**src/rtl/dot_product_accumulator.sv**
```systemverilog
// Multiply-accumulate back end for the Wallace-tree multiplier.
// Sums a vector of 8-bit products and returns the total over a valid/ready handshake.
module dot_product_accumulator #(
   parameter int MAX_LEN = 16,
   parameter int ACC_W   = 12,
   parameter int LEN_W   = $clog2(MAX_LEN) + 1
) (
   input  logic             clk,
   input  logic             rst_n,
   input  logic             start,
   input  logic [LEN_W-1:0] vec_len,
   input  logic             in_valid,
   output logic             in_ready,
   input  logic [7:0]       prod_in,
   output logic             out_valid,
   input  logic             out_ready,
   output logic [ACC_W-1:0] acc_out,
   output logic             overflow,
   output logic             busy
);

   typedef enum logic [1:0] {
      IDLE,
      ACCUM,
      HOLD
   } state_t;

   state_t           state;
   logic [ACC_W-1:0] acc;
   logic [LEN_W-1:0] count;
   logic             ovf_acc;
   logic [LEN_W-1:0] len_eff;
   logic [ACC_W:0]   sum;
   logic             accept;

   assign in_ready = (state == ACCUM);
   assign accept   = in_valid & in_ready;
   assign sum      = {1'b0, acc} + (ACC_W+1)'(prod_in);

   // Zero-length requests still consume one beat; long ones clamp.
   always_comb begin
      len_eff = vec_len;
      if (vec_len == '0)
         len_eff = LEN_W'(1);
      else if (vec_len > LEN_W'(MAX_LEN))
         len_eff = LEN_W'(MAX_LEN);
   end

   always_ff @(posedge clk or negedge rst_n) begin
      if (!rst_n) begin
         state     <= IDLE;
         acc       <= '0;
         count     <= '0;
         ovf_acc   <= 1'b0;
         out_valid <= 1'b0;
         acc_out   <= '0;
         overflow  <= 1'b0;
         busy      <= 1'b0;
      end else begin
         unique case (state)
            IDLE: begin
               if (start) begin
                  count   <= len_eff;
                  acc     <= '0;
                  ovf_acc <= 1'b0;
                  busy    <= 1'b1;
                  state   <= ACCUM;
               end
            end
            ACCUM: begin
               if (accept) begin
                  acc     <= sum[ACC_W-1:0];
                  ovf_acc <= ovf_acc | sum[ACC_W];
                  count   <= count - 1'b1;
                  if (count == LEN_W'(1)) begin
                     acc_out   <= sum[ACC_W-1:0];
                     overflow  <= ovf_acc | sum[ACC_W];
                     out_valid <= 1'b1;
                     state     <= HOLD;
                  end
               end
            end
            HOLD: begin
               if (out_ready) begin
                  out_valid <= 1'b0;
                  busy      <= 1'b0;
                  state     <= IDLE;
               end
            end
            default: state <= IDLE;
         endcase
      end
   end

endmodule

```
**config.mk**
```make
export PLATFORM = sky130hd
export DESIGN_NAME = dot_product_accumulator
export DESIGN_NICKNAME = d
export VERILOG_FILES = /design/src/rtl/dot_product_accumulator.sv
export SDC_FILE = /design/constraint.sdc
export NUM_CORES = 1
export LEC_CHECK = 0
export BUFFER_PORTS_ARGS = -buffer_cell sky130_fd_sc_hd__clkbuf_2
export CORE_MARGIN = 4
export CORE_UTILIZATION = 46
export DETAILED_ROUTE_END_ITERATION = 8
export GPL_ROUTABILITY_DRIVEN = 0
export PLACE_DENSITY = 0.68
export SLEW_MARGIN = 20
export SYNTH_ARGS = -nofsm -noshare
export SYNTH_HDL_FRONTEND = slang
export SYNTH_SLANG_ARGS = --single-unit
```
**constraint.sdc**
```tcl
create_clock -name clk -period 3.5 [get_ports clk]
set_input_delay 0.175 -clock clk [delete_from_list [all_inputs] [get_ports clk]]
set_output_delay 0.175 -clock clk [all_outputs]
set_load 0.01 [all_outputs]
```
Word level (Yosys, flattened, before mapping)
Index checks and enable logic that the tools add are counted.
- flip-flop bits (word level): 35
- bits of input ports: 18
- logic and storage cells: 52
- output and inout port bits: 16
- equality and inequality tests: 7
- reduce and logical (&&, ||, !) cells: 10
- mux-type cells: 22
- bitwise gates (word level): 2
- add/sub/neg operators: 2
- $lt $le $gt $ge: 1
- operators with widths (kind ; number):
    $mux W12 ; 2
    $pmux W12 S2 ; 1
    $mux W5 ; 4
    $add A12 B8 Y13 ; 1
    $pmux W5 S2 ; 1
    $reduce_and A3 Y1 ; 3
    $mux W2 ; 4
    $reduce_and A4 Y1 ; 2
    $mux W1 ; 6
    $pmux W1 S2 ; 3
    $pmux W2 S3 ; 1
    $reduce_bool A2 Y1 ; 3
    $eq A5 B1 Y1 const B ; 1
    $gt A5 B5 Y1 const B ; 1
    $logic_not A5 Y1 ; 1
    $sub A5 B1 Y5 const B ; 1
    $ne A2 B1 Y1 const B ; 2
    $ne A2 B2 Y1 const B ; 2
    $eq A2 B1 Y1 const B ; 1
    $eq A2 B2 Y1 const B ; 1
    $logic_not A2 Y1 ; 1
    $and A1 B1 Y1 ; 1
    $or A1 B1 Y1 ; 1

Longest topological paths before layout
- word-level depth: 5
- mapped depth: 8
- mapped depth without buffers: 7

Worst setup path after synthesis
No wires, ideal clock.
- path kind: register to register
- from: reg acc[0]
- to: reg acc_out[6]
- cell stages (with the launch flop): 7
- data arrival time: 1.881 ns
- required time: 3.372 ns
- path buffers: 0
- library setup time: 0.128 ns
- path slack: 1.491 ns
- clock period less this slack: 2.009 ns
- cells stage by stage: dfrtp_1 > ha_1 > fa_1 > a211oi_1 > o21ai_0 > xor2_1 > mux2_1
- word-level cells in the longest chain between the ends: 1
- RTL lines (element ; RTL line ; source):
    start, declared ; 29 ; logic [ACC_W-1:0] acc;
    start signal, assigned ; 72 ; acc <= sum[ACC_W-1:0];
    $add A12 B8 Y13 ; 38 ; assign sum = {1'b0, acc} + (ACC_W+1)'(prod_in);
    end signal, assigned ; 76 ; acc_out <= sum[ACC_W-1:0];
    end, declared ; 17 ; output logic [ACC_W-1:0] acc_out,
No other way between the ends.
A chain may end at the register's enable or synchronous reset.

Final worst setup path
Same ends and word-level chain as after synthesis.

==> run metrics <==
TritonCTS buffer count=5; fmax=461 MHz; Row Count=23; Crit Path Max Fanout=3; EDFF count, synth=0; LEAKAGE=0.00106 uW; Port Buf Inserts=33; Place WS=1340 ps; post-route insts no fill=277; worst setup margin=1330 ps; post-synthesis sequential area ratio=0.457; clk sinks=35; clk_lat worst skew=290 ps; worst vdd ir=321 uV; starting density of the core=0.476; total core area=0.00403 sq mm; DR vias/cell=5.48; dpl cells=269; Worst setup SP type=flop; die area=0.00527 sq mm; DR DRC count=0; clock tree from TritonCTS=built; nets@finish=255; Worst EP arrival=2350 ps; post-synthesis xor/xnor area fraction=0.0457; setup bufs post-CTS=0; Die W=72.6 um; ys flop type=dfrtp_1; Area Growth Syn to Fin=14.7%; number of global-route vias before repair=1510; post-route ant nets=0; RR Startpoint=acc[0]; largest cells by area after synthesis=dfrtp_1 46%, ha_1 6.5%, a21oi_1 4.4%; Synth Area per Inst=9.99 sq um; total chip power=1750 uW; post-CTS sizing=0; Iter 0 DRT Violations=90; grt ovf=0; routed via count=1519; fin crit share=0.619; first-pass GRT wire length=7.09 mm; layout cell share with drive strength beyond 1=0.220; Routed WL per cell=14.3 um; Power Dens Cells=798 mW/mm^2; Root Driver=clkbuf_8; HPWL reported at the end of detailed placement=2.83 mm; first drt pass iteration count=4; Rel. slew slack=0.419; Reg2Reg Setup Slack=1330 ps; count of max-cap constraint violations=0; crit path kind=reg2reg; area post-placement=0.00212 sq mm; Tightest Pin Transition=872 ps; largest net degree at the start of global routing=36; Async SR Flop Fraction=1.00; Clock Path Buffers=2; Post-Syn Area=0.00192 sq mm; crit end category=flop; combinational family with the most area after synthesis=compound AO/OA/AOI/OAI gates; post-synthesis simple-gate area fraction=0.126; final setup skew=6.79 ps; Fin. Hold Viols=16; status=finished with violations; fin. max-slew vios=0; Final min period=2170 ps; die height=72.6 um; IO Count=34; leading area contributor after synthesis=dfrtp_1; synthesized netlist cell count=192; post-synthesis mux area share=0.0411; yosys warns=0; failing checks=hold timing; flops & latches, synth=35; Synth top area share=0.457; final setup fails=0; Worst Path Required=3680 ps; Total Wirelength=3.96 mm; Antenna Cells=0; Total GRT Usage=0.171; number of antenna violations at the first check in global routing=0; hold buffers post-CTS=0; Post-Synth Adder-Cell Area=0.0757; setup TNS=0 ps; RSZ-0062 raised after global routing=false; H-tree depth=2; Post-Layout Inst Area=0.00220 sq mm; clk slew on worst S/H paths=70 ps; synth unique cells=40; Hold Crit Class=in2async; compound-cell area share of the yosys netlist=0.222; worst hold margin=-15.9 ps; Critical path origin=acc[0]; Mapped Nets=221
## cells in the final DEF (no fill, tap or decap), drive strengths merged, types with 4 or more instances in the layout
cell type  count
clkbuf        38
nor2          10
inv            9
ha            10
dfrtp         35
nand2         23
a21o           4
xor2           4
xnor2          6
mux2           7
a22o           5
o21ai         17
a211oi         4
nor3           5
a21oi         17
## critical path, stage by stage (launching register included)
cell and delay [ps]:
dfrtp_1 380, ha_1 230, fa_1 440, a211oi_1 390, o21ai_0 170, xor2_1 170
mux2_1 280
## Yosys cell counts, types with 5 or more instances
cell type	instances
nand2_1	21
dfrtp_1	35
o21ai_1	11
o21ai_0	6
inv_1	8
buf_2	6
xnor2_1	6
a21oi_1	17
mux2_1	6
ha_1	10
a22o_1	5
nor2_1	10
## metal layers
metal	GRT usage	routed length (um)	vias up
met5	0	0	-
met4	0.0594	65	0
met3	0.0523	231	7
met2	0.273	1810	32
met1	0.219	1850	714
li1	-	-	766
## power breakdown
part	total (uW)	internal (uW)	leakage, uW	switching, uW
logic	809	357	0.000573	452
clock network	286	136	0.0000477	150
registers	660	552	0.000443	108
total	1750	1050	0.00106	709
## per-stage QoR
stage,utilization,hold WS (ps)
3_5_place_dp,0.525,336
5_1_grt,0.546,53.8
4_1_cts,0.546,11.1
6_report,0.546,-15.9
2_1_floorplan,-,-121
3_3_place_gp,0.525,339
## cells by family (layout without fill, tap and decap cells)
kind of cell,count (synthesis),after routing
buffers and inverters,15,50
xor gates and xnor gates,10,10
DFF,35,35
and+or+nand+nor,50,50
adders and majority gates,11,11
AOI/OAI and AO/OA,64,64
muxes,7,7
## path summary, 6_finish.rpt
| kind | cells past startpoint | end |
|---|---|---|
| max | 6 | acc_out[6] |
| min | 1 | acc_out[3] |
| max reg2reg | 6 | acc_out[6] |
| min reg2reg | 2 | acc[0] |
| max in group asynchronous | 1 | state[0] |
| min in group clk | 2 | state[1] |
## flip-flops by register name, indices dropped and copies added (netlist names)
register   count
acc           12
acc_out       12
count          5
state          2
busy           1
out_valid      1
overflow       1
ovf_acc        1
## area by class of cell
cell class | count | area [sq um]
sequential | 35 | 876
clock buffer | 5 | 68.8
tap | 50 | 62.6
clock inverter | 3 | 15.0
multi-input combinational | 142 | 978
inverter | 9 | 33.8
timing repair buffer | 33 | 165
fill | 379 | 1830
(Power assumes the default switching activity.)
